`config.mk`:
```
export PLATFORM = sky130hd
export DESIGN_NAME = str2num_parser_flat
export DESIGN_NICKNAME = d
export VERILOG_FILES = /design/src/rtl/str2num_parser_if.sv /design/src/rtl/str2num_parser.sv /design/src/flat_wrapper.sv
export SDC_FILE = /design/constraint.sdc
export NUM_CORES = 1
export LEC_CHECK = 0
export CORE_UTILIZATION = 49
export DETAILED_ROUTE_END_ITERATION = 8
export GPL_ROUTABILITY_DRIVEN = 0
export HOLD_SLACK_MARGIN = 0.08
export PLACE_DENSITY = 0.7
export SLEW_MARGIN = 0
export SYNTH_ARGS = -nofsm -noshare
export SYNTH_HDL_FRONTEND = slang
export SYNTH_SLANG_ARGS = --single-unit
```
`constraint.sdc`:
```
create_clock -name Clk -period 19.9 [get_ports Clk]
set_clock_uncertainty 0.05 [all_clocks]
set_input_delay 1.99 -clock Clk [delete_from_list [all_inputs] [get_ports Clk]]
set_output_delay 1.99 -clock Clk [all_outputs]
set_load 0.005 [all_outputs]
```
`src/rtl/str2num_parser_if.sv`:
```
// Character-memory bus and control/result signals of the string-to-number converter.
// master: software/memory side; slave: the converter.
interface str2num_parser_if #(
  parameter int W      = 16,
  parameter int ADDR_W = 8
) ();
  logic              Start;
  logic [ADDR_W-1:0] BaseAddr;
  logic              Hex;
  logic [7:0]        Char;
  logic [ADDR_W-1:0] Addr;
  logic              Ready;
  logic              Done;
  logic [W-1:0]      Num;
  logic              Err;
  logic              Ovf;

  // Start is a level request sampled in IDLE/INIT; Ready is high only while idle,
  // Done pulses for exactly one cycle when Num/Err/Ovf carry a fresh result.
  modport master (
    output Start, BaseAddr, Hex, Char,
    input  Addr, Ready, Done, Num, Err, Ovf
  );

  modport slave (
    input  Start, BaseAddr, Hex, Char,
    output Addr, Ready, Done, Num, Err, Ovf
  );
endinterface

```
`src/rtl/str2num_parser.sv`:
```
// Walks a NUL-terminated ASCII string one char per cycle and converts it to an
// integer (radix 10 or 16, optional sign, saturation on overflow). Assumes W >= 5.
module str2num_parser #(
  parameter int W       = 16,
  parameter int ADDR_W  = 8,
  parameter int MAX_LEN = 16,
  parameter int SIGNED  = 1
) (
  input  logic              Clk,
  input  logic              Rst_n,
  str2num_parser_if.slave   bus,
  output logic [2:0]        state_dbg_o
);

  localparam int AW = W + 5;
  localparam logic [AW-1:0] ONE     = AW'(1);
  localparam logic [AW-1:0] LIM_POS = (SIGNED != 0) ? ((ONE << (W - 1)) - ONE)
                                                    : ((ONE << W) - ONE);
  localparam logic [AW-1:0] LIM_NEG = (SIGNED != 0) ? (ONE << (W - 1)) : LIM_POS;
  localparam logic [7:0] CH_NUL   = 8'h00;
  localparam logic [7:0] CH_MINUS = 8'h2D;
  localparam logic [7:0] CH_PLUS  = 8'h2B;

  typedef enum logic [2:0] {
    S_IDLE   = 3'd0,
    S_INIT   = 3'd1,
    S_FIRST  = 3'd2,
    S_ACCUM  = 3'd3,
    S_FINISH = 3'd4
  } state_t;

  state_t            state_q, state_d;
  logic [ADDR_W-1:0] addr_q, addr_d;
  logic [ADDR_W-1:0] cnt_q, cnt_d;
  logic [W-1:0]      acc_q, acc_d;
  logic              neg_q, neg_d;
  logic              seen_q, seen_d;
  logic              err_q, err_d;
  logic              ovf_q, ovf_d;
  logic              hex_q, hex_d;
  logic [W-1:0]      num_q, num_d;
  logic              err_o_q, err_o_d;
  logic              ovf_o_q, ovf_o_d;

  logic              dig_ok;
  logic [3:0]        dig_val;
  logic [AW-1:0]     acc_ext, prod, lim;
  logic              finish;

  // Digit decode uses the radix latched in INIT, not the live Hex input.
  always_comb begin
    dig_ok  = 1'b0;
    dig_val = 4'd0;
    if (bus.Char >= 8'h30 && bus.Char <= 8'h39) begin
      dig_ok  = 1'b1;
      dig_val = bus.Char[3:0];
    end else if (hex_q && ((bus.Char >= 8'h61 && bus.Char <= 8'h66) ||
                           (bus.Char >= 8'h41 && bus.Char <= 8'h46))) begin
      dig_ok  = 1'b1;
      dig_val = bus.Char[3:0] + 4'd9;
    end
  end

  assign acc_ext = AW'(acc_q);
  assign prod    = hex_q ? ((acc_ext << 4) + AW'(dig_val))
                         : ((acc_ext << 3) + (acc_ext << 1) + AW'(dig_val));
  assign lim     = neg_q ? LIM_NEG : LIM_POS;

  always_comb begin
    state_d = state_q;
    addr_d  = addr_q;
    cnt_d   = cnt_q;
    acc_d   = acc_q;
    neg_d   = neg_q;
    seen_d  = seen_q;
    err_d   = err_q;
    ovf_d   = ovf_q;
    hex_d   = hex_q;
    num_d   = num_q;
    err_o_d = err_o_q;
    ovf_o_d = ovf_o_q;
    finish  = 1'b0;

    case (state_q)
      S_IDLE: begin
        if (bus.Start) state_d = S_INIT;
      end
      S_INIT: begin
        acc_d  = '0;
        neg_d  = 1'b0;
        cnt_d  = '0;
        seen_d = 1'b0;
        err_d  = 1'b0;
        ovf_d  = 1'b0;
        addr_d = bus.BaseAddr;
        hex_d  = bus.Hex;
        if (!bus.Start) state_d = S_FIRST;
      end
      S_FIRST: begin
        if ((SIGNED != 0) && bus.Char == CH_MINUS) begin
          neg_d   = 1'b1;
          addr_d  = addr_q + 1'b1;
          state_d = S_ACCUM;
        end else if ((SIGNED != 0) && bus.Char == CH_PLUS) begin
          addr_d  = addr_q + 1'b1;
          state_d = S_ACCUM;
        end else if (dig_ok) begin
          acc_d   = W'(dig_val);
          seen_d  = 1'b1;
          addr_d  = addr_q + 1'b1;
          state_d = S_ACCUM;
        end else begin
          err_d  = 1'b1;
          finish = 1'b1;
        end
      end
      S_ACCUM: begin
        if (bus.Char == CH_NUL) begin
          err_d  = !seen_q;
          finish = 1'b1;
        end else if (cnt_q == ADDR_W'(MAX_LEN)) begin
          err_d  = 1'b1;
          finish = 1'b1;
        end else if (dig_ok) begin
          seen_d = 1'b1;
          addr_d = addr_q + 1'b1;
          cnt_d  = cnt_q + 1'b1;
          // After saturation acc stays pinned at the limit; syntax checking carries on.
          if (!ovf_q) begin
            if (prod > lim) begin
              ovf_d = 1'b1;
              acc_d = lim[W-1:0];
            end else begin
              acc_d = prod[W-1:0];
            end
          end
        end else begin
          err_d  = 1'b1;
          finish = 1'b1;
        end
      end
      S_FINISH: begin
        state_d = S_IDLE;
      end
      default: begin
        state_d = S_IDLE;
      end
    endcase

    // Result registers load on the edge entering FINISH so they are valid with Done.
    if (finish) begin
      state_d = S_FINISH;
      if (err_d) begin
        num_d   = '0;
        err_o_d = 1'b1;
        ovf_o_d = 1'b0;
      end else begin
        num_d   = neg_d ? W'(-acc_d) : acc_d;
        err_o_d = 1'b0;
        ovf_o_d = ovf_d;
      end
    end
  end

  always_ff @(posedge Clk or negedge Rst_n) begin
    if (!Rst_n) begin
      state_q <= S_IDLE;
      addr_q  <= '0;
      cnt_q   <= '0;
      acc_q   <= '0;
      neg_q   <= 1'b0;
      seen_q  <= 1'b0;
      err_q   <= 1'b0;
      ovf_q   <= 1'b0;
      hex_q   <= 1'b0;
      num_q   <= '0;
      err_o_q <= 1'b0;
      ovf_o_q <= 1'b0;
    end else begin
      state_q <= state_d;
      addr_q  <= addr_d;
      cnt_q   <= cnt_d;
      acc_q   <= acc_d;
      neg_q   <= neg_d;
      seen_q  <= seen_d;
      err_q   <= err_d;
      ovf_q   <= ovf_d;
      hex_q   <= hex_d;
      num_q   <= num_d;
      err_o_q <= err_o_d;
      ovf_o_q <= ovf_o_d;
    end
  end

  assign bus.Addr    = addr_q;
  assign bus.Ready   = (state_q == S_IDLE);
  assign bus.Done    = (state_q == S_FINISH);
  assign bus.Num     = num_q;
  assign bus.Err     = err_o_q;
  assign bus.Ovf     = ovf_o_q;
  assign state_dbg_o = state_q;

endmodule

```
`src/flat_wrapper.sv`:
```
// flat-port wrapper written by rule: the top's interface ports become plain ports
module str2num_parser_flat 
#(
  parameter int W       = 16,
  parameter int ADDR_W  = 8,
  parameter int MAX_LEN = 16,
  parameter int SIGNED  = 1
)
  (Clk, Rst_n, state_dbg_o, bus_Start, bus_BaseAddr, bus_Hex, bus_Char, bus_Addr, bus_Ready, bus_Done, bus_Num, bus_Err, bus_Ovf);
  str2num_parser_if #(.W(W), .ADDR_W(ADDR_W)) bus_i ();
  input  logic Clk;
  input  logic Rst_n;
  output logic [2:0] state_dbg_o;
  input wire logic [$bits(bus_i.Start)-1:0] bus_Start;
  input wire logic [$bits(bus_i.BaseAddr)-1:0] bus_BaseAddr;
  input wire logic [$bits(bus_i.Hex)-1:0] bus_Hex;
  input wire logic [$bits(bus_i.Char)-1:0] bus_Char;
  output wire logic [$bits(bus_i.Addr)-1:0] bus_Addr;
  output wire logic [$bits(bus_i.Ready)-1:0] bus_Ready;
  output wire logic [$bits(bus_i.Done)-1:0] bus_Done;
  output wire logic [$bits(bus_i.Num)-1:0] bus_Num;
  output wire logic [$bits(bus_i.Err)-1:0] bus_Err;
  output wire logic [$bits(bus_i.Ovf)-1:0] bus_Ovf;
  assign bus_i.Start = bus_Start;
  assign bus_i.BaseAddr = bus_BaseAddr;
  assign bus_i.Hex = bus_Hex;
  assign bus_i.Char = bus_Char;
  assign bus_Addr = bus_i.Addr;
  assign bus_Ready = bus_i.Ready;
  assign bus_Done = bus_i.Done;
  assign bus_Num = bus_i.Num;
  assign bus_Err = bus_i.Err;
  assign bus_Ovf = bus_i.Ovf;
  str2num_parser #(.W(W), .ADDR_W(ADDR_W), .MAX_LEN(MAX_LEN), .SIGNED(SIGNED)) u_core (.Clk(Clk), .Rst_n(Rst_n), .bus(bus_i), .state_dbg_o(state_dbg_o));
endmodule
```
==> impl_metrics.env, run 1 <==
export IMPL_status="finished, final reports clean"
export IMPL_pin_count=51
export IMPL_slew_violations=0
export IMPL_hold_path_depth=2
export IMPL_grtUsageTotal_pct=26.3
export IMPL_period_share_pct=53.2
export IMPL_grt_pass1_wl_um=23800
export IMPL_p_switching_w=0.000228
export IMPL_seq_area_mm2=0.00145
export IMPL_max_freq_mhz=94.5
export IMPL_synthCells=638
export IMPL_multi_input_area_mm2=0.00362
export IMPL_drtAntennaViolNets=0
export IMPL_layout_drive_gt1_share_pct=8.75
export IMPL_rr_worst_depth=32
export IMPL_die_area_mm2=0.0112
export IMPL_antenna_found_initial=0
export IMPL_grt_pass1_vias=4923
export IMPL_seqPwrFrac_pct=33.1
export IMPL_num_antenna_cells=0
export IMPL_area_growth_pct=15.3
export IMPL_period_needed_ns=10.58
export IMPL_io_buffers=50
export IMPL_critPathKind="in -> reg"
export IMPL_hp_class="reg -> reg"
export IMPL_cts_tree="built"
export IMPL_synth_area_mm2=0.00527
export IMPL_crit_family="simple AND/OR/NAND/NOR gates"
export IMPL_hold_end="u_core.bus.Num[5]"
export IMPL_hp_start="u_core.bus.Num[5]"
export IMPL_synth_compound_area_share_pct=27.3
export IMPL_max_cap_violations=0
export IMPL_synth_edf_count=0
export IMPL_hold_violations=0
export IMPL_yosys_area_top_type="dfrtp_1"
export IMPL_die_w_um=106
export IMPL_synth_cell_types=80
export IMPL_coreArea_mm2=0.0104
export IMPL_fill_cells=992
export IMPL_synth_fa_ha_area_share_pct=10.3
export IMPL_worstSetupEndpointType="flop"
export IMPL_p_sw_share_pct=43.4
export IMPL_ys_seq_area_share_pct=27.6
export IMPL_leakage_nw=2.71
export IMPL_synth_seq_cells=58
export IMPL_max_vdd_ir_drop_mv=0.0490
export IMPL_crit_fanout=14
export IMPL_max_stage_delay_ns=0.59
export IMPL_cts_buffers=9
export IMPL_worst_path_max_delay_cell="nor4_1"
export IMPL_insertion_delay_ns=0.34
export IMPL_first_pass_iters=5
export IMPL_grt_max_degree=59
export IMPL_worst_slew_pin_slew_ns=0.926
export IMPL_setup_viol=0
export IMPL_synth_top_family_by_area="compound AO/OA/AOI/OAI gates"
export IMPL_vias=5065
export IMPL_rows=37
export IMPL_syn_avg_cell_area_um2=8.25
export IMPL_startpoint_type="input pin"
export IMPL_wl_per_cell_um=17.1
export IMPL_setup_tns_ns=0
export IMPL_routed_wl_um=14000
export IMPL_ctsResizeCount=0
export IMPL_cp_arrival_ns=10.74
export IMPL_htree_levels=3
export IMPL_muxShareOfSynthArea_pct=1.76
export IMPL_ys_warn_count=0
export IMPL_cts_hold_buf=0
export IMPL_clkTransAtPathRegs_ns=0.07
export IMPL_synth_top_cell_area_share_pct=27.6
export IMPL_start_util_pct=50.8
export IMPL_cts_buffer_depth=2
export IMPL_grt_ovfl_total=0
export IMPL_synthFlopType="dfrtp_1"
export IMPL_p_comb_share_pct=45.5
export IMPL_layout_nets=743
export IMPL_rr_endpoint="u_core.bus.Num[14]"
export IMPL_relSlewSlack_pct=38.3
export IMPL_required_ns=20.06
export IMPL_rsz0062_at_grt="no"
export IMPL_total_power_w=0.000524
export IMPL_async_reset_ff_share_pct=100
export IMPL_ff2ff_setup_slack_ns=11.10
export IMPL_netlist_top_cells_area="dfrtp_1 (28%), ha_1 (9.5%), o21ai_0 (5.6%)"
export IMPL_synth_nets=700
export IMPL_p_clk_share_pct=21.5
export IMPL_critPathBufInv=4
export IMPL_viasPerCell=6.16
export IMPL_synthSimpleGateAreaFrac_pct=23.0
export IMPL_post_cts_buffers=0
export IMPL_place_hpwl_um=10800
export IMPL_drc=0
export IMPL_fp_dieH_um=106
export IMPL_p_per_area_mw_per_mm2=86.4
export IMPL_synthXorXnorAreaFrac_pct=6.49
export IMPL_cts_sinks=58
export IMPL_first_iter_violations=369
export IMPL_cts_root_buf="clkbuf_8"
export IMPL_p_int_w=0.000297
export IMPL_r2r_start="u_core.hex_q"
==> cell families after synthesis <==
logic type,count (synthesis)
flip-flops,58
AND/OR/NAND/NOR,232
adder cells (fa/ha/maj),42
XOR/XNOR,39
AO/OA/AOI/OAI,210
buffers and inverters,50
multiplexers,7
==> registers in the layout, indices dropped and copies added (netlist names), 3 cells and up <==
| name | count |
|---|---|
| u_core.bus.Addr | 8 |
| u_core.state_dbg_o | 3 |
| u_core.bus.Num | 16 |
| u_core.cnt_q | 8 |
| u_core.acc_q | 16 |
==> through the flow <==
step                      area, µm²  util [%]  std cells  setup slack [ns]  hold WS, ns
after floorplan                5270         -        638             10.80        0.412
after global placement         5870      56.6        806              9.53        0.420
after detailed placement       5870      56.6        806              9.13        0.423
after CTS                      6070      58.6        822              9.47        0.439
after global routing           6070      58.6        822              8.40        0.463
final                          6070      58.6        822              9.32        0.432
==> worst max path at each step <==
stage / startpoint / endpoint / cells after the start
after CTS: bus_Char[4] / u_core.bus.Num[14] / 34
after detailed placement: bus_Char[4] / u_core.bus.Num[14] / 34
after global placement: bus_Char[4] / u_core.bus.Num[14] / 34
after global routing: bus_Char[4] / u_core.bus.Num[14] / 34
after floorplan: bus_Char[7] / u_core.bus.Num[12] / 34
final: bus_Char[4] / u_core.bus.Num[14] / 34
==> area by class of cell <==
cell class | count | area share [%]
multi-input cells | 530 | 59.7
repair buffers | 52 | 8.41
well taps | 136 | 2.80
clock buffers | 11 | 2.49
flip-flops and latches | 58 | 23.9
inverters | 30 | 1.85
clock inverters | 5 | 0.865
==> synthesized netlist by cell type, types with 3 or more instances <==
cell      instances
clkbuf_1         17
nand4_1           8
and3_1           12
a31o_2            4
a22oi_1           7
o21ai_0          59
o31ai_1           4
inv_1            30
and2_1            5
o211ai_1          5
dfrtp_1          58
a31oi_1          10
o21a_1            7
nor2_1           57
mux2_2            4
buf_2             3
nor4_1            7
a211o_1           4
nor2b_1           6
o21bai_1          4
a32o_1            3
o21ai_1           5
and4_1            4
nor3b_1           3
nand2b_1          7
ha_1             40
nand2_1          59
nand3_1          21
nand3b_1          3
a21o_1           10
xor2_1           20
nor3_1           18
or2_2             6
a21oi_1          48
xnor2_1          19
a21boi_0          4
==> power groups by stage <==
| stage | Sequential, W | Combinational [W] | Clock [W] |
|---|---|---|---|
| 3_5_place_dp | 0.000175 | 0.000234 | 0 |
| 3_3_place_gp | 0.000174 | 0.000230 | 0 |
| 5_1_grt | 0.000178 | 0.000265 | 0.000120 |
| 2_1_floorplan | 0.000159 | 0.000165 | 0 |
| 4_1_cts | 0.000173 | 0.000235 | 0.000116 |
| 6_report | 0.000173 | 0.000238 | 0.000113 |
==> placed cells by master, fill, tap and decap left out, types with 8 or more instances in the layout <==
cell type	instances
xnor2_1	19
nand3_1	21
clkbuf_8	11
nand2_1	59
a21o_1	10
nand4_1	8
xor2_1	20
nor2_1	57
nor3_1	18
a31oi_1	10
a21oi_1	48
o21ai_0	59
dfrtp_1	58
clkdlybuf4s50_1	49
ha_1	40
inv_1	30
and3_1	12
==> worst register-to-register path, delay by kind of cell (launching register included) <==
kind,cells,cell delay (ns)
xor gates and xnor gates,2,0.34
muxes,2,0.59
adders and majority gates,4,1.03
and+or+nand+nor,10,3.45
DFF,1,0.95
AOI/OAI and AO/OA,11,1.99
buffers and inverters,3,0.26
==> layer usage <==
layer,GRT usage [%],part of all wire [%]
met5,0,0
met4,8.93,2.5
met3,5.13,5.3
met2,44.1,48
met1,33.8,44
No activity file was read; power rests on OpenSTA's default activity.
==> run 2, diff against run 1 <==
--- a/config.mk
+++ b/config.mk
@@ -9,7 +9,7 @@
 export DETAILED_ROUTE_END_ITERATION = 8
 export GPL_ROUTABILITY_DRIVEN = 0
 export HOLD_SLACK_MARGIN = 0.08
-export PLACE_DENSITY = 0.7
+export PLACE_DENSITY = 0.73
 export SLEW_MARGIN = 0
 export SYNTH_ARGS = -nofsm -noshare
 export SYNTH_HDL_FRONTEND = slang
==> constraint.sdc (replaced) <==
create_clock -name Clk -period 9.02 [get_ports Clk]
set_clock_uncertainty 0.05 [all_clocks]
set_input_delay 0.902 -clock Clk [delete_from_list [all_inputs] [get_ports Clk]]
set_output_delay 0.902 -clock Clk [all_outputs]
set_load 0.005 [all_outputs]
==> run 2 against run 1 <==
First-iteration DRC count shrank 18%; combinational power grew 140%; non-clock buffer count grew 7; die area is the same; largest cell class unchanged.
==> impl_metrics.env, run 2 (synthesis results as in run 1) <==
export IMPL_drtAntennaViolNets=0
export IMPL_vias=5202
export IMPL_hold_violations=0
export IMPL_cts_root_buf="clkbuf_8"
export IMPL_seq_area_mm2=0.00145
export IMPL_drc=0
export IMPL_p_clk_share_pct=20.9
export IMPL_insertion_delay_ns=0.35
export IMPL_num_antenna_cells=0
export IMPL_first_iter_violations=304
export IMPL_pin_count=51
export IMPL_grt_max_degree=59
export IMPL_max_vdd_ir_drop_mv=0.112
export IMPL_relSlewSlack_pct=39.7
export IMPL_multi_input_area_mm2=0.00367
export IMPL_grt_pass1_vias=5077
export IMPL_cp_arrival_ns=8.83
export IMPL_crit_fanout=8
export IMPL_wl_met3_um=766
export IMPL_slew_violations=0
export IMPL_layout_commonest_cell="o21ai_0"
export IMPL_setup_tns_ns=0
export IMPL_start_util_pct=50.8
export IMPL_p_per_area_mw_per_mm2=190
export IMPL_seqPwrFrac_pct=31.3
export IMPL_path_common_cell="ha_1"
export IMPL_met2_length_um=7230
export IMPL_cts_buffer_depth=2
export IMPL_worst_slew_pin_slew_ns=0.896
export IMPL_die_area_mm2=0.0112
export IMPL_final_cell_mix="o21ai_0 (59), nand2_1 (58), dfrtp_1 (58), nor2_1 (56), clkdlybuf4s50_1 (48)"
export IMPL_status="finished, final reports clean"
export IMPL_wl_met1_um=6230
export IMPL_max_stage_delay_ns=0.59
export IMPL_p_int_w=0.000667
export IMPL_io_buffers=50
export IMPL_final_util_pct=59.4
export IMPL_startpoint_type="input pin"
export IMPL_viasPerCell=6.28
export IMPL_area_growth_pct=17.0
export IMPL_hold_ws_ns=0.426
export IMPL_die_w_um=106
export IMPL_required_ns=9.24
export IMPL_setup_viol=0
export IMPL_grtUsageTotal_pct=26.3
export IMPL_worstSetupEndpointType="flop"
export IMPL_wl_per_cell_um=17.7
export IMPL_max_cap_violations=0
export IMPL_place_hpwl_um=11000
export IMPL_worst_path_max_delay_cell="or4_4"
export IMPL_grt_pass1_wl_um=23700
export IMPL_routed_wl_um=14700
export IMPL_highest_layer="met4"
export IMPL_rows=37
export IMPL_coreArea_mm2=0.0104
export IMPL_antenna_found_initial=0
export IMPL_p_comb_share_pct=47.8
export IMPL_fp_dieH_um=106
export IMPL_fill_cells=957
export IMPL_clkTransAtPathRegs_ns=0.07
export IMPL_cts_tree="built"
export IMPL_htree_levels=3
export IMPL_first_pass_iters=5
export IMPL_cts_sinks=58
export IMPL_period_needed_ns=8.61
export IMPL_p_sw_share_pct=43.1
export IMPL_cts_hold_buf=0
export IMPL_hp_class="reg -> reg"
export IMPL_layout_nets=750
export IMPL_p_switching_w=0.000506
export IMPL_critPathKind="in -> reg"
export IMPL_cts_buffers=9
export IMPL_period_share_pct=95.4
export IMPL_grt_ovfl_total=0
export IMPL_max_freq_mhz=116
export IMPL_layout_drive_gt1_share_pct=10.2
export IMPL_leakage_nw=2.78
run 2: metal layers:
layer / global-route usage, % / up-vias
li1: - / 2469
met1: 31.6 / 2499
met2: 45.6 / 186
met3: 5.19 / 48
met4: 11.4 / 0
met5: 0 / -
run 2: worst max-delay path: cells and delay by family:
kind,cells,cell delay (ns)
AO/OA/AOI/OAI,12,2.19
AND/OR/NAND/NOR,14,3.43
adder cells (fa/ha/maj),4,1.00
buffers and inverters,4,0.83
XOR/XNOR,1,0.14
multiplexers,1,0.34
run 2: through the flow:
| stage | cell area [µm²] | worst slack (ns) | std cells | power (W) |
|---|---|---|---|---|
| floorplan | 5270 | 1.01 | 638 | 0.000715 |
| global placement | 5910 | 0.174 | 811 | 0.000896 |
| detailed placement | 5910 | -0.276 | 811 | 0.000910 |
| CTS | 6110 | 0.0928 | 827 | 0.00116 |
| global route | 6160 | -0.0309 | 829 | 0.00125 |
| finish | 6160 | 0.413 | 829 | 0.00117 |
run 2: final timing paths:
path | from | end | slack [ns] | depth (start not counted)
setup / recovery | bus_Char[1] | u_core.bus.Num[12] | 0.41 | 36
hold / removal | u_core.bus.Num[11] | u_core.bus.Num[11] | 0.43 | 2
setup reg to reg | u_core.hex_q | u_core.bus.Num[12] | 1.46 | 34
hold reg to reg | u_core.bus.Num[11] | u_core.bus.Num[11] | 0.43 | 2
max in group asynchronous | Rst_n | u_core.acc_q[13] | 7.77 | 2
min in group asynchronous | Rst_n | u_core.cnt_q[4] | 0.65 | 2
run 2: what timing repair did:
item / in CTS / in global routing
setup endpoints to repair: 0 / 9
resized for setup: 0 / 10
buffers inserted: 0 / 2
run 2: area by class of cell:
type | count | share of cell area [%]
Clock buffer | 14 | 2.64
Clock inverter | 2 | 0.568
Inverter | 30 | 1.83
Multi-Input combinational cell | 530 | 59.5
Sequential cell | 58 | 23.5
Tap cell | 136 | 2.76
Timing Repair Buffer | 59 | 9.18
run 2: power groups by stage:
| stage | clock (W) | sequential (W) | combinational (W) |
|---|---|---|---|
| CTS | 0.000251 | 0.000365 | 0.000546 |
| floorplan | 0 | 0.000351 | 0.000364 |
| global placement | 0 | 0.000367 | 0.000528 |
| finish | 0.000246 | 0.000367 | 0.000560 |
| detailed placement | 0 | 0.000370 | 0.000540 |
| global route | 0.000261 | 0.000373 | 0.000616 |
